## src/rtl/eight_bit_adder_if.sv

```systemverilog
// Operand/result bundle for eight_bit_adder.
// Latency: none (wires only); the adder registers its result one edge later.
// Backpressure: none; the operands are sampled on every clock edge.
//
// Signals:
//   a, b      8-bit operands
//   Cin0      carry-in (add) / borrow-in (subtract) to bit 0
//   subtract  0 = add, 1 = subtract
//   C7        registered carry-out of bit 7 (for subtract, 1 = no borrow)
//   sum       registered result, modulo 256
interface eight_bit_adder_if;
  logic [7:0] a;
  logic [7:0] b;
  logic       Cin0;
  logic       subtract;
  logic       C7;
  logic [7:0] sum;

  // The master drives the operands and observes the result.
  modport master (
    output a, b, Cin0, subtract,
    input  C7, sum
  );

  // The adder consumes the operands and drives the result.
  modport slave (
    input  a, b, Cin0, subtract,
    output C7, sum
  );
endinterface

```

## src/rtl/eight_bit_adder.sv

```systemverilog
// 8-bit ripple-carry adder/subtractor with registered carry-out and sum.
// Latency: 1 cycle; a new operation is accepted on every rising clk edge.
// Backpressure: none; inputs are sampled every edge and nothing can stall.
//
// Ports:
//   clk    rising-edge clock
//   reset  asynchronous, active-high; clears C7 and sum immediately
//   bus    eight_bit_adder_if.slave (a, b, Cin0, subtract in; C7, sum out)
module eight_bit_adder (
  input  logic              clk,
  input  logic              reset,
  eight_bit_adder_if.slave  bus
);

  logic [7:0] w_b_eff;
  logic [7:0] w_s;
  logic       w_carry;
  logic       w_c8;

  logic       r_c7;
  logic [7:0] r_sum;

  // Ripple chain of eight full-adder cells. Subtraction reuses the same
  // chain as a + ~b + ~Cin0: inverting b and the carry-in is the two's-
  // complement trick, and it makes the carry-out read as "no borrow".
  // The carry is kept as a scalar walked bit by bit, so no vector bit of
  // the chain depends on another bit of the same vector.
  always_comb begin
    w_b_eff = bus.b ^ {8{bus.subtract}};
    w_s     = 8'h00;
    w_carry = bus.Cin0 ^ bus.subtract;
    for (int i = 0; i < 8; i++) begin
      w_s[i]  = bus.a[i] ^ w_b_eff[i] ^ w_carry;
      w_carry = (bus.a[i] & w_b_eff[i]) | (w_carry & (bus.a[i] ^ w_b_eff[i]));
    end
    w_c8 = w_carry;
  end

  // The result register. An asynchronous reset drops whatever result is in
  // flight; the first operands are then captured on the first edge after
  // reset is released.
  always_ff @(posedge clk or posedge reset) begin
    if (reset) begin
      r_c7  <= 1'b0;
      r_sum <= 8'h00;
    end else begin
      r_c7  <= w_c8;
      r_sum <= w_s;
    end
  end

  assign bus.C7  = r_c7;
  assign bus.sum = r_sum;

endmodule

```

## src/flat_wrapper.sv

```systemverilog
// flat-port wrapper written by rule: the top's interface ports become plain ports
module eight_bit_adder_flat 
  (clk, reset, bus_a, bus_b, bus_Cin0, bus_subtract, bus_C7, bus_sum);
  eight_bit_adder_if bus_i ();
  input  logic clk;
  input  logic reset;
  input wire logic [$bits(bus_i.a)-1:0] bus_a;
  input wire logic [$bits(bus_i.b)-1:0] bus_b;
  input wire logic [$bits(bus_i.Cin0)-1:0] bus_Cin0;
  input wire logic [$bits(bus_i.subtract)-1:0] bus_subtract;
  output wire logic [$bits(bus_i.C7)-1:0] bus_C7;
  output wire logic [$bits(bus_i.sum)-1:0] bus_sum;
  assign bus_i.a = bus_a;
  assign bus_i.b = bus_b;
  assign bus_i.Cin0 = bus_Cin0;
  assign bus_i.subtract = bus_subtract;
  assign bus_C7 = bus_i.C7;
  assign bus_sum = bus_i.sum;
  eight_bit_adder u_core (.clk(clk), .reset(reset), .bus(bus_i));
endmodule
```

## config.mk

```make
export PLATFORM = sky130hd
export DESIGN_NAME = eight_bit_adder_flat
export DESIGN_NICKNAME = d
export VERILOG_FILES = /design/src/rtl/eight_bit_adder_if.sv /design/src/rtl/eight_bit_adder.sv /design/src/flat_wrapper.sv
export SDC_FILE = /design/constraint.sdc
export NUM_CORES = 1
export LEC_CHECK = 0
export ABC_AREA = 1
export CAP_MARGIN = 0
export CORE_MARGIN = 3
export CORE_UTILIZATION = 41
export CTS_CLUSTER_SIZE = 20
export DETAILED_ROUTE_END_ITERATION = 8
export PLACE_DENSITY = 0.81
export SLEW_MARGIN = 20
export SYNTH_ARGS = -nofsm -noshare
export SYNTH_HDL_FRONTEND = slang
export SYNTH_SLANG_ARGS = --single-unit
```

## constraint.sdc

```tcl
create_clock -name clk -period 1 [get_ports clk]
set_input_delay 0.2 -clock clk [delete_from_list [all_inputs] [get_ports clk]]
set_output_delay 0.2 -clock clk [all_outputs]
set_load 0.005 [all_outputs]
```

==> impl_metrics.ini <==
[power_and_ir_drop]
post-layout-total-power_w = 0.00116
leakage_nw = 0.524
seq_power_share_pct = 40.2
irDropWorstVdd_mv = 0.552
total_power_per_unit_cell_area_nw_per_um2 = 1200
pwr-share-comb_pct = 37.0
switchingPower_w = 0.000331
pwr-share-clk_pct = 22.8
power.internal_w = 0.000828
p_sw_share_pct = 28.6

[synth]
synth-warning-count = 0
post_synth_and_or_nand_nor_area_fraction_pct = 17.1
synth_top_family_by_area = adder cells
synthAdderAreaFrac_pct = 27.1
synth_compound_area_share_pct = 0
synth.ff_latch_count = 9
synth.net_count = 98
mean_instance_size_in_the_synthesized_netlist_um2 = 8.45
synthXorXnorAreaFrac_pct = 0
synth.yosys.seq_area_share_pct = 38.1
netlist_area_before_placement_um2 = 592
post_synthesis_cell_count = 70
synthMuxAreaShare_pct = 0
yosysUniqueCellTypes = 6

[floorplan]
area_inside_the_core_boundary_um2 = 1330
ioPinCount = 29
die_x_um = 44.0
rows = 13
fp.dieArea_um2 = 1940
die_height_um = 44.0
initial_core_util_pct = 44.4

[critical_path]
cp-endpoint = u_core.bus.sum[7]
worst_setup_path_end_kind = flop
critical-path-max-stage-delay_ns = 0.42
worstPathCellList = buf_6, inv_2, nand2_2, nand2_4, fa_2, inv_2, fa_2, fa_2, fa_2, fa_2, fa_2, fa_2, inv_2, fa_2
critical_path.most_common_cell = sky130_fd_sc_hd__fa_2
crit_required_ns = 1.13
worst-setup-path-type = input pin to flop
crit_path_start_kind = input pin
cp_slowest_cell = sky130_fd_sc_hd__fa_2
worstSetupStartpoint = bus_Cin0
crit_fanout = 2
crit_arrival_ns = 3.26

[finish]
most-common-layout-cells = sky130_fd_sc_hd__nand2_1, sky130_fd_sc_hd__inv_1, sky130_fd_sc_hd__clkdlybuf4s50_1
multiInputGateArea_um2 = 309
share_of_layout_cells_above_drive_strength_1_pct = 44.8
antennaDiodeCount = 0
area_growth_pct = 62.6
layout.nets = 134
final-seq-area_um2 = 225
layout.cells.most_common = sky130_fd_sc_hd__nand2_1
fillerInstances = 103
finish.instance_area_um2 = 962

[worst_hold_path]
hold_path_class = input pin to async pin

[timing]
worstMarginPinSlew_ns = 0.317
fin_hold_ws_ns = 0.202
final.period_utilization_pct = 313
period_minus_slack_ns = 3.13
timing_hold_violations_final = 0
final_max_slew_viol_count = 0
setup_total_negative_slack_ns = -9.87
rsz_0062_raised_after_global_routing = yes
finalSetupViolations = 8
slew_headroom_pct = 78.9
finalWorstSetupSlack_ns = -2.13
max_freq_mhz = 319

[clock_network]
root_buffer = sky130_fd_sc_hd__clkbuf_4
postCtsHoldBufs = 0
tritoncts_clock_tree = built
cts_inserted_buffers = 3
clock_sinks = 9
cts_buffer_depth = 2
cts_htree_levels = 1
worst_setup_hold_path_clk_slew_ns = 0.06

[global_routing]
globalRoute.totalOverflow = 0
grt.met2_usage_pct = 29.1
grt_start_max_net_pins = 10
grt_usage_pct = 14.8
grtUsageMet1_pct = 13.9
initial_antenna_violation_count = 0
first_global_vias = 515
grt_most_used_layer = met2
gr-usage-met3_pct = 3.32
grt_pass1_wl_mm = 2.07

[placement]
portBuffers = 28
postPlaceCellArea_um2 = 935
gp_congestion = 0.676
place.detailed.hpwl_mm = 1.10

[outcome]
outcome = complete, but fails checks
failed_checks = negative setup slack

[routing]
via_density = 4.18
routed_wl_mm = 1.30
routed-via-count = 502
number_of_routed_nets_with_antenna_violations = 0
detail_route.iter0.violations = 3
drt_pass1_iterations = 4
routed_wire_length_per_instance_um = 10.8
drc = 0

[run]
drv.max_cap_violation_count = 0
## area by class of cell
cell class,count,share of cell area [%]
multi-input combinational,35,32.1
timing repair buffer,32,28.7
sequential,9,23.4
inverter,25,11.1
clock buffer,4,2.73
tap,15,1.95
## metal layers
layer	vias to the layer above	wire, um
met4	0	6
met5	-	0
met2	15	736
met1	231	455
li1	254	-
met3	2	99
## sequential cells by signal, indices dropped and copies added, names as in the netlist
name	cells
u_core.bus.sum	8
u_core.bus.C7	1
## metrics by stage
stage	util (%)	instances	worst slack [ns]
after global placement	70.1	115	-2.94
after CTS	71.2	121	-2.27
after global routing	72.1	120	-2.19
after floorplan	-	70	-2.35
final	72.1	120	-2.13
after detailed placement	70.1	115	-2.98
## logic make-up (layout without fill, tap and decap cells)
group / after synthesis / in the layout
flip-flops: 9 / 9
AND/OR/NAND/NOR: 27 / 27
buffers and inverters: 26 / 61
adder cells (fa/ha/maj): 8 / 8
## synth_stat cells, drive strengths merged
| library cell | instances | area [um^2] |
|---|---|---|
| fa | 8 | 160 |
| buf | 1 | 11.3 |
| nand2 | 27 | 101 |
| dfrtp | 9 | 225 |
| inv | 25 | 93.8 |
## how the worst min path moves through the flow
stage / to / slack (ns) / depth (start not counted)
after floorplan: u_core.bus.C7 / 0.03 / 1
after global placement: u_core.bus.sum[4] / 0.46 / 2
after detailed placement: u_core.bus.C7 / 0.47 / 2
after CTS: u_core.bus.sum[3] / 0.20 / 2
after global routing: u_core.bus.sum[3] / 0.23 / 2
final: u_core.bus.sum[5] / 0.20 / 2
## worst max-delay path, delay by kind of cell
kind | cells | cell delay, ns
adders and majority gates | 8 | 2.70
buffers and inverters | 4 | 0.25
and+or+nand+nor | 2 | 0.12
## repair_timing
item,in CTS,in global routing
setup buffers,2,0
resized for setup,69,8
gates cloned,0,0
pin swaps,11,6
setup endpoints to repair,18,8
## power groups by stage
stage	registers (W)	clock network, W	logic (W)
finish	0.000466	0.000264	0.000430
floorplan	0.000487	0	0.000170
detailed placement	0.000479	0	0.000474
CTS	0.000469	0.000280	0.000422
global placement	0.000470	0	0.000447
global route	0.000473	0.000294	0.000484
(Power assumes the default switching activity.)
